<file path="config.mk">
export PLATFORM = sky130hd
export DESIGN_NAME = mix_muldiv
export DESIGN_NICKNAME = d
export VERILOG_FILES = /design/src/rtl/mix_muldiv.sv
export SDC_FILE = /design/constraint.sdc
export NUM_CORES = 1
export LEC_CHECK = 0
export ABC_CLOCK_PERIOD_IN_PS = 5300
export CORE_MARGIN = 1.5
export CORE_UTILIZATION = 55
export DETAILED_ROUTE_END_ITERATION = 6
export GPL_TIMING_DRIVEN = 0
export PLACE_DENSITY_LB_ADDON = 0.3
export SKIP_LAST_GASP = 1
export SLEW_MARGIN = 25
export SYNTH_ARGS = -nofsm -noshare
export SYNTH_HDL_FRONTEND = slang
export SYNTH_SLANG_ARGS = --single-unit
</file>
<file path="constraint.sdc">
create_clock -name clk -period 5.3 [get_ports clk]
set_input_delay 1.325 -clock clk [delete_from_list [all_inputs] [get_ports clk]]
set_output_delay 1.325 -clock clk [all_outputs]
set_load 0.02 [all_outputs]
</file>
<file path="src/rtl/mix_muldiv.sv">
// Sign-magnitude MIX multiply/divide: shift-add MUL (STEP_BITS bits/cycle), restoring DIV (1 bit/cycle).
// Latency start->done: W/STEP_BITS+1 cycles for MUL, W+1 for DIV; results held until the next done.
// No backpressure: start is only sampled in IDLE, so requests while busy or in the done cycle are dropped.
module mix_muldiv #(
    parameter int BYTE_BITS = 6,
    parameter int BYTES     = 5,
    parameter int STEP_BITS = 2
) (
    input  logic                       clk,
    input  logic                       reset,
    input  logic                       start,
    input  logic                       op,
    input  logic [BYTE_BITS*BYTES:0]   a_in,
    input  logic [BYTE_BITS*BYTES:0]   x_in,
    input  logic [BYTE_BITS*BYTES:0]   v_in,
    output logic                       busy,
    output logic                       done,
    output logic [BYTE_BITS*BYTES:0]   a_out,
    output logic [BYTE_BITS*BYTES:0]   x_out,
    output logic                       overflow
);
    localparam int W     = BYTE_BITS * BYTES;
    localparam int N_MUL = W / STEP_BITS;
    localparam int CW    = $clog2(W + 1);
    localparam int AW    = W + STEP_BITS;

    if ((W % STEP_BITS) != 0) begin : g_bad_step
        $error("mix_muldiv: word width must be a multiple of STEP_BITS");
    end

    typedef enum logic [1:0] {IDLE, MUL, DIV, FIN} state_t;

    state_t         state;
    logic [CW-1:0]  cnt;
    logic [W:0]     a_cap;
    logic [W:0]     x_cap;
    logic           sv;
    logic [W-1:0]   vmag;
    logic [W-1:0]   hi;
    logic [W-1:0]   lo;
    logic           ovf_r;

    logic [AW-1:0]  mul_sum;
    logic [W-1:0]   mul_hi_nx;
    logic [W-1:0]   mul_lo_nx;
    logic [W:0]     div_trial;
    logic           div_ge;
    logic [W-1:0]   div_hi_nx;
    logic [W-1:0]   div_lo_nx;
    logic           ovf_now;
    logic           ovf_fin;
    logic           last;

    // hi/lo form one 2W-bit shift register shared by both ops:
    // MUL keeps partial product in hi and remaining multiplier in lo,
    // DIV keeps the partial remainder in hi and dividend/quotient bits in lo.
    always_comb begin
        mul_sum   = AW'(hi) + AW'(vmag) * AW'(lo[STEP_BITS-1:0]);
        mul_hi_nx = mul_sum[AW-1:STEP_BITS];
        mul_lo_nx = W'({mul_sum[STEP_BITS-1:0], lo} >> STEP_BITS);
        div_trial = {hi, lo[W-1]};
        div_ge    = div_trial >= {1'b0, vmag};
        div_hi_nx = div_ge ? W'(div_trial - {1'b0, vmag}) : div_trial[W-1:0];
        div_lo_nx = W'({lo, div_ge});
        ovf_now   = (vmag == '0) || (hi >= vmag);
        ovf_fin   = (cnt == CW'(W)) ? ovf_now : ovf_r;
        last      = (cnt == CW'(1));
    end

    always_ff @(posedge clk or negedge reset) begin
        if (!reset) begin
            state    <= IDLE;
            cnt      <= '0;
            a_cap    <= '0;
            x_cap    <= '0;
            sv       <= 1'b0;
            vmag     <= '0;
            hi       <= '0;
            lo       <= '0;
            ovf_r    <= 1'b0;
            busy     <= 1'b0;
            done     <= 1'b0;
            a_out    <= '0;
            x_out    <= '0;
            overflow <= 1'b0;
        end else begin
            case (state)
                IDLE: begin
                    if (start) begin
                        a_cap <= a_in;
                        x_cap <= x_in;
                        sv    <= v_in[W];
                        vmag  <= v_in[W-1:0];
                        busy  <= 1'b1;
                        if (op) begin
                            state <= DIV;
                            cnt   <= CW'(W);
                            hi    <= a_in[W-1:0];
                            lo    <= x_in[W-1:0];
                        end else begin
                            state <= MUL;
                            cnt   <= CW'(N_MUL);
                            hi    <= '0;
                            lo    <= a_in[W-1:0];
                        end
                    end
                end
                MUL: begin
                    hi  <= mul_hi_nx;
                    lo  <= mul_lo_nx;
                    cnt <= cnt - 1'b1;
                    if (last) begin
                        state    <= FIN;
                        busy     <= 1'b0;
                        done     <= 1'b1;
                        a_out    <= {a_cap[W] ^ sv, mul_hi_nx};
                        x_out    <= {a_cap[W] ^ sv, mul_lo_nx};
                        overflow <= 1'b0;
                    end
                end
                DIV: begin
                    hi  <= div_hi_nx;
                    lo  <= div_lo_nx;
                    cnt <= cnt - 1'b1;
                    if (cnt == CW'(W)) begin
                        ovf_r <= ovf_now;
                    end
                    if (last) begin
                        state <= FIN;
                        busy  <= 1'b0;
                        done  <= 1'b1;
                        // Overflowed divides still run the full latency, then return the operands untouched.
                        if (ovf_fin) begin
                            a_out    <= a_cap;
                            x_out    <= x_cap;
                            overflow <= 1'b1;
                        end else begin
                            a_out    <= {a_cap[W] ^ sv, div_lo_nx};
                            x_out    <= {a_cap[W], div_hi_nx};
                            overflow <= 1'b0;
                        end
                    end
                end
                FIN: begin
                    done  <= 1'b0;
                    state <= IDLE;
                end
                default: state <= IDLE;
            endcase
        end
    end
endmodule

</file>
==> metrics.cfg, run 1 <==
[run_status]
outcome = complete, no violations

[sta]
tightest_slew_ps = 989
period_share = 0.957
finalHoldViolations = 0
fin_tns_setup_ps = 0
setup_violations = 0
grt_setup_unrepaired = false
timing.fmax_ghz = 0.197
min_period_ps = 5070
fin_worst_skew_ps = 42.2
drv_slew = 0
max_slew_margin = 0.341

[worst_setup_path]
worstSetupEndpointType = flop
crit_type = flop to flop
crit_family = compound AO/OA/AOI/OAI gates
cp_common_cell = a211oi_1
critPathRequiredTime_ps = 5720
crit_path_max_fanout = 10
crit_path_cell_trace = clkbuf_1 -> clkbuf_2 -> nand2_1 -> fa_1 -> inv_1 -> ha_1 -> a211oi_1 -> o211ai_1 -> or3_1 -> a211oi_1 -> o31ai_1 -> a31o_2 -> xnor2_1 -> o221ai_1
crit_buf_inv = 3
slowest_stage = a211oi_1
worstSetupStartpointType = flop
arrival_ps = 5490
max_stage_delay_ps = 610

[logic_synthesis]
yosysTopAreaCell = dfrtp_1
yosysWarnings = 0
syn_inst = 1808
synth_area_leaders = dfrtp_1, mux2_2, ha_1
yosysSeqAreaShare = 0.343
synthDistinctLibCells = 81
yosysTopAreaCellShare = 0.343
synth_area_per_cell_um2 = 9.12
yosys_most_used_dff = dfrtp_1
synth.cell_area_um2 = 16500
mappedNetlistNets = 2035
synth_edf_count = 0
synth-seq-cells = 226
synthArstFlopShare = 1.00

[global_route]
grt_use_total = 0.394
antenna_found_initial = 0
grt_pass1_vias = 15700
grt_max_degree = 85
gr-total-overflow = 0
grt_pass1_wl_um = 92400

[floorplan]
initial_core_util = 0.558
ios = 162
die_width_um = 176
die-area_um2 = 31000
chipHeight_um = 176
fp-row-count = 63
core_region_area_um2 = 29600

[placement]
dp_cells = 2360
place_area_um2 = 18600
hpwl_um = 46800
gp_congestion = 0.978
portBuffers = 160

[route]
drtIter0Drc = 2019
drt-wirelength-per-cell_um = 25.3
dr_total_vias = 15800
routed_wl_um = 60900
vias_per_cell = 6.58
ant_nets = 0
first_pass_iters = 6
drc_errors = 0

[final_layout]
fillerInstances = 2437
drive_above_1_share = 0.108
regArea_um2 = 5660
fin_cells = 2403
antenna_cells = 0
area_delta_synth_final_pct = 18.1
multi_input_area_um2 = 9860
fin_nets = 2227
fin_util = 0.659
design_area_um2 = 19500

[flow_run]
timing.max_cap.violations = 0

[clock_network]
cts-htree-levels = 1
cts_buffers = 28
path_clk_slew_ps = 60
clk_path_buf_depth = 3
ctsRootBufferMaster = clkbuf_16
clock-sinks = 226
clk_latency_ps = 590
cts_tree = built
cts_setup_buffers = 0

[worst_hold_path]
hp-class = flop to flop

[power_and_ir_drop]
swShare = 0.529
p_per_area_nw_per_um2 = 739
p_seq_frac = 0.215
p_switching_mw = 7.61
clockPowerShare = 0.125
p_int_mw = 6.79
combinationalPowerShare = 0.660
total_leakage_power_nw = 9.00
peakVddDrop_mv = 0.360

power groups by stage:
stage | registers, mW | clock network [mW] | logic (mW)
2_1_floorplan | 2.79 | 0 | 6.38
3_3_place_gp | 3.07 | 0 | 8.91
3_5_place_dp | 3.08 | 0 | 9.08
4_1_cts | 3.05 | 1.80 | 9.16
5_1_grt | 3.16 | 1.87 | 10.2
6_report | 3.10 | 1.80 | 9.50
synthesized netlist by cell type (31+ instances only):
master,count
dfrtp_1,226
nand3_1,36
nor2_1,68
inv_1,138
a21o_1,53
clkbuf_1,80
a21oi_1,141
nand2_1,191
mux2i_1,48
mux2_2,126
o21ai_0,149
fa_1,31
a22oi_1,44
ha_1,99
per-layer routing:
metal  GRT usage  share of wire  wire (µm)
met5           0              0          0
met4       0.190          0.051       3070
met3      0.0991           0.12       7520
met2       0.590           0.43      26400
met1       0.532           0.39      23900
final timing paths:
| check | start | endpoint | slack (ps) | cells past startpoint |
|---|---|---|---|---|
| min in group asynchronous | reset | overflow$_DFFE_PN0P_ | 730 | 1 |
| worst min register to register | a_out[3]$_DFFE_PN0P_ | a_out[3]$_DFFE_PN0P_ | 480 | 1 |
| worst max-delay path | lo[1]$_DFFE_PN0P_ | hi[26]$_DFFE_PN0P_ | 230 | 14 |
| max in group asynchronous | reset | vmag[0]$_DFFE_PN0P_ | 3680 | 2 |
| worst min-delay path | a_out[3]$_DFFE_PN0P_ | a_out[3]$_DFFE_PN0P_ | 480 | 1 |
| worst max register to register | lo[1]$_DFFE_PN0P_ | hi[26]$_DFFE_PN0P_ | 230 | 14 |
layout make-up:
cell class,count,share of cell area
buffer,106,0.0242
clock buffer,39,0.0386
clock inverter,4,0.00360
inverter,138,0.0266
multi-input combinational,1338,0.506
sequential,226,0.290
tap,390,0.0251
timing repair buffer,162,0.0853
cells in the final DEF, fill, tap and decap left out, drive strengths merged, types with 10 or more instances in the layout:
cell	Yosys	final
dfrtp	226	226
nand2	192	192
clkdlybuf4s50	0	159
o21ai	156	156
a21oi	148	148
inv	138	138
mux2	127	127
clkbuf	80	119
ha	99	99
nor2	68	68
a21o	53	53
mux2i	48	48
a22oi	45	45
nand3	36	36
fa	31	31
buf	26	29
xnor2	27	27
o221ai	26	26
nor3	21	21
nor2b	20	20
xor2	20	20
a31oi	20	20
and3	19	19
a211oi	19	19
nand4	15	15
a221oi	12	12
o21a	10	10
nand2b	10	10
or4	10	10
o211ai	10	10
o22ai	10	10
worst reg2reg max path, cell delays in order (launching register included):
cell and delay, ps:
dfrtp_1 320, clkbuf_1 470, clkbuf_2 400, nand2_1 130, fa_1 510, inv_1 50, ha_1 360, a211oi_1 390
o211ai_1 140, or3_1 410, a211oi_1 610, o31ai_1 240, a31o_2 290, xnor2_1 380, o221ai_1 180
registers in the layout (all words and copies together), names as in the netlist:
signal    cells
a_cap        31
a_out        31
x_cap        31
x_out        31
hi           30
lo           30
vmag         30
cnt           5
state         2
busy          1
done          1
overflow      1
ovf_r         1
sv            1
per-stage QoR:
step / hold slack, ps / power, mW / setup slack (ps)
2_1_floorplan: 454 / 9.18 / 1500
3_3_place_gp: 462 / 12.0 / -6870
3_5_place_dp: 466 / 12.2 / 241
4_1_cts: 479 / 14.0 / 190
5_1_grt: 489 / 15.2 / 170
6_report: 477 / 14.4 / 231
kinds of logic (layout without fill, tap and decap cells):
kind of cell / after synthesis / count (layout) / share of synthesized area
compound gates: 556 / 556 / 0.220
xor+xnor: 47 / 47 / 0.0250
fa+ha+maj: 130 / 130 / 0.113
buf+inv: 244 / 449 / 0.0599
flops: 226 / 226 / 0.343
mux: 175 / 175 / 0.116
simple gates: 430 / 430 / 0.124
what timing repair did:
| action | CTS | global route |
|---|---|---|
| setup endpoints to repair | 0 | 2 |
| hold buffers | 0 | 0 |
| resized for setup | 0 | 2 |
Power figures use the tool's default switching activity.
==> inputs of run 2 (changes only) <==
--- a/config.mk
+++ b/config.mk
@@ -6,7 +6,7 @@
 export NUM_CORES = 1
 export LEC_CHECK = 0
 export ABC_CLOCK_PERIOD_IN_PS = 5300
-export CORE_MARGIN = 1.5
+export CORE_MARGIN = 2
 export CORE_UTILIZATION = 55
 export DETAILED_ROUTE_END_ITERATION = 6
 export GPL_TIMING_DRIVEN = 0
==> run 2 against run 1 <==
Net effect:
- clock power up 12%
- sequential power is essentially flat
- non-clock buffer count stayed put
- clock skew shrank 14 ps
- sequential share of layout area decreased by 0.21 points
- critical path depth did not move
- global-route usage is 0.56 points lower
- highest routed layer unchanged
==> metrics.cfg, run 2 (same netlist as run 1, synthesis figures left out) <==
[clock_network]
cts_hold_buffers = 0  ; unchanged
cts_setup_buffers = 0  ; unchanged
ctsRootBufferMaster = clkbuf_16
path_clk_slew_ps = 70  ; about the same
cts-htree-levels = 1  ; unchanged
clk_latency_ps = 580  ; about the same
clock-sinks = 226  ; unchanged
cts_buffers = 27  ; -3.6%
cts-resized-gates = 0  ; unchanged
cts_tree = built
clk_path_buf_depth = 3  ; unchanged

[route]
drt-wirelength-per-cell_um = 25.4  ; +0.11%
ant_nets = 0  ; unchanged
routed_wl_um = 61100  ; +0.40%
drc_errors = 0  ; unchanged
first_pass_iters = 7  ; +1
vias_per_cell = 6.53  ; -0.83%
dr_total_vias = 15700  ; -0.54%
drtIter0Drc = 2081  ; +3.1%

[sta]
period_share = 0.971  ; +0.0149
timing.fmax_ghz = 0.194  ; -1.5%
setup_violations = 0  ; unchanged
min_period_ps = 5150  ; +78.7 ps
grt_setup_unrepaired = false
whs_ps = 479  ; +2.55 ps
fin_worst_skew_ps = 28.2  ; -14.0 ps
drv_slew = 0  ; unchanged
max_slew_margin = 0.221  ; -0.120
tightest_slew_ps = 1170  ; +180 ps
finalHoldViolations = 0  ; unchanged

[power_and_ir_drop]
clockPowerShare = 0.139  ; +0.014
swShare = 0.524  ; -0.00504
p_switching_mw = 7.65  ; +0.52%
p_seq_frac = 0.212  ; -0.003
total_power_mw = 14.6  ; +1.5%
peakVddDrop_mv = 0.319  ; -11%
combinationalPowerShare = 0.649  ; -0.011
p_per_area_nw_per_um2 = 745  ; +0.73%
p_int_mw = 6.96  ; +2.6%
total_leakage_power_nw = 9.09  ; +0.91%

[floorplan]
die-area_um2 = 31400  ; +1.1%
core_region_area_um2 = 29600  ; unchanged
initial_core_util = 0.558  ; unchanged
chipHeight_um = 177  ; +0.57%
die_width_um = 177  ; +0.57%
fp-row-count = 63  ; unchanged
ios = 162  ; unchanged

[worst_setup_path]
arrival_ps = 5580  ; +90 ps
worstSetupStartpointType = flop
critPathRequiredTime_ps = 5730  ; about the same
crit_type = flop to flop
ff2ff_path_depth = 14  ; unchanged
rr_startpoint = lo[1]$_DFFE_PN0P_
crit_path_max_fanout = 10  ; unchanged
worstSetupEndpointType = flop
r2r_slack_ps = 150  ; -80 ps
r2r_end = a_out[26]$_DFFE_PN0P_

[final_layout]
layout_common_cells = dfrtp_1, nand2_1, clkdlybuf4s50_1
final_common_cell = dfrtp_1
fillerInstances = 2436  ; -0.041%
drive_above_1_share = 0.115  ; +0.00705
fin_nets = 2226  ; -0.045%
antenna_cells = 0  ; unchanged
area_delta_synth_final_pct = 18.9

[global_route]
antenna_found_initial = 1  ; +1
grt_pass1_vias = 15600  ; -0.76%
grt_use_total = 0.388  ; -0.00560
gr-total-overflow = 0  ; unchanged
grt_max_degree = 91  ; +7.1%
grt_pass1_wl_um = 92200  ; -0.27%

[worst_hold_path]
hp-class = flop to flop
hp-start = a_out[1]$_DFFE_PN0P_
min_path_cells = 1  ; unchanged
hold_end = a_out[1]$_DFFE_PN0P_

[run_status]
outcome = complete, no violations

[placement]
gp_congestion = 1.00  ; +2.4%
portBuffers = 160  ; unchanged
hpwl_um = 46600  ; -0.26%

[flow_run]
timing.max_cap.violations = 0  ; unchanged

run 2: cell types whose count changed in the layout (fill, tap and decap cells not counted):
cell        delta
bufinv_16      +2
clkbuf_1       -8
clkbuf_16      -1
clkbuf_2       -1
clkbuf_8       +8
clkinv_16      -1
clkinv_2       +4
clkinv_4       +2
clkinvlp_4     +1
inv_16         +1
run 2: final cells by class:
type                    instances  area (µm²)  share of cell area
multi-input cells            1338        9860               0.502
clock inverters                13         165             0.00842
repair buffers                162        1660              0.0847
flip-flops and latches        226        5660               0.288
inverters                     138         518              0.0264
plain buffers                 106         470              0.0240
clock buffers                  37         803              0.0409
well taps                     390         488              0.0249
run 2: per-layer routing:
| metal | part of all wire | global-route usage | routed length, µm |
|---|---|---|---|
| met4 | 0.045 | 0.164 | 2780 |
| met5 | 0 | 0 | 0 |
| met1 | 0.39 | 0.526 | 24000 |
| met2 | 0.44 | 0.591 | 26800 |
| met3 | 0.12 | 0.0975 | 7610 |
run 2: worst max path at each step:
stage | from | to | slack (ps) | cells past startpoint
5_1_grt | lo[1]$_DFFE_PN0P_ | a_out[26]$_DFFE_PN0P_ | 20 | 14
2_1_floorplan | lo[1]$_DFFE_PN0P_ | a_out[22]$_DFFE_PN0P_ | 1500 | 15
3_5_place_dp | lo[1]$_DFFE_PN0P_ | a_out[26]$_DFFE_PN0P_ | 330 | 14
3_3_place_gp | reset | vmag[2]$_DFFE_PN0P_ | -6900 | 1
4_1_cts | lo[1]$_DFFE_PN0P_ | a_out[26]$_DFFE_PN0P_ | 300 | 14
6_report | lo[1]$_DFFE_PN0P_ | a_out[26]$_DFFE_PN0P_ | 150 | 14
run 2: power groups by stage:
stage,sequential [mW],combinational [mW],clock [mW]
finish,3.10,9.49,2.02
global route,3.15,10.2,2.11
CTS,3.06,9.15,2.03
detailed placement,3.08,9.06,0
global placement,3.06,8.90,0
floorplan,2.79,6.38,0
run 2: critical path, stage by stage, from the launching register on:
cell and delay, ps:
dfrtp_1 320, clkbuf_1 480, clkbuf_1 560, nand2_1 160, fa_1 520, inv_1 40, ha_1 380, a211oi_1 340
o211ai_1 150, or3_1 410, a211oi_1 600, o31ai_1 230, a31o_2 290, xnor2_1 340, o221ai_1 180
run 2: stage by stage:
stage               area (µm²)  TNS [ps]  worst slack, ps  instances   util
floorplan                16500         0             1500       1808      -
detailed placement       18600         0              326       2360  0.631
global placement         18600  -1552010            -6900       2358  0.629
finish                   19600         0              152       2410  0.664
global route             19600         0             24.7       2410  0.664
CTS                      19600         0              303       2410  0.664
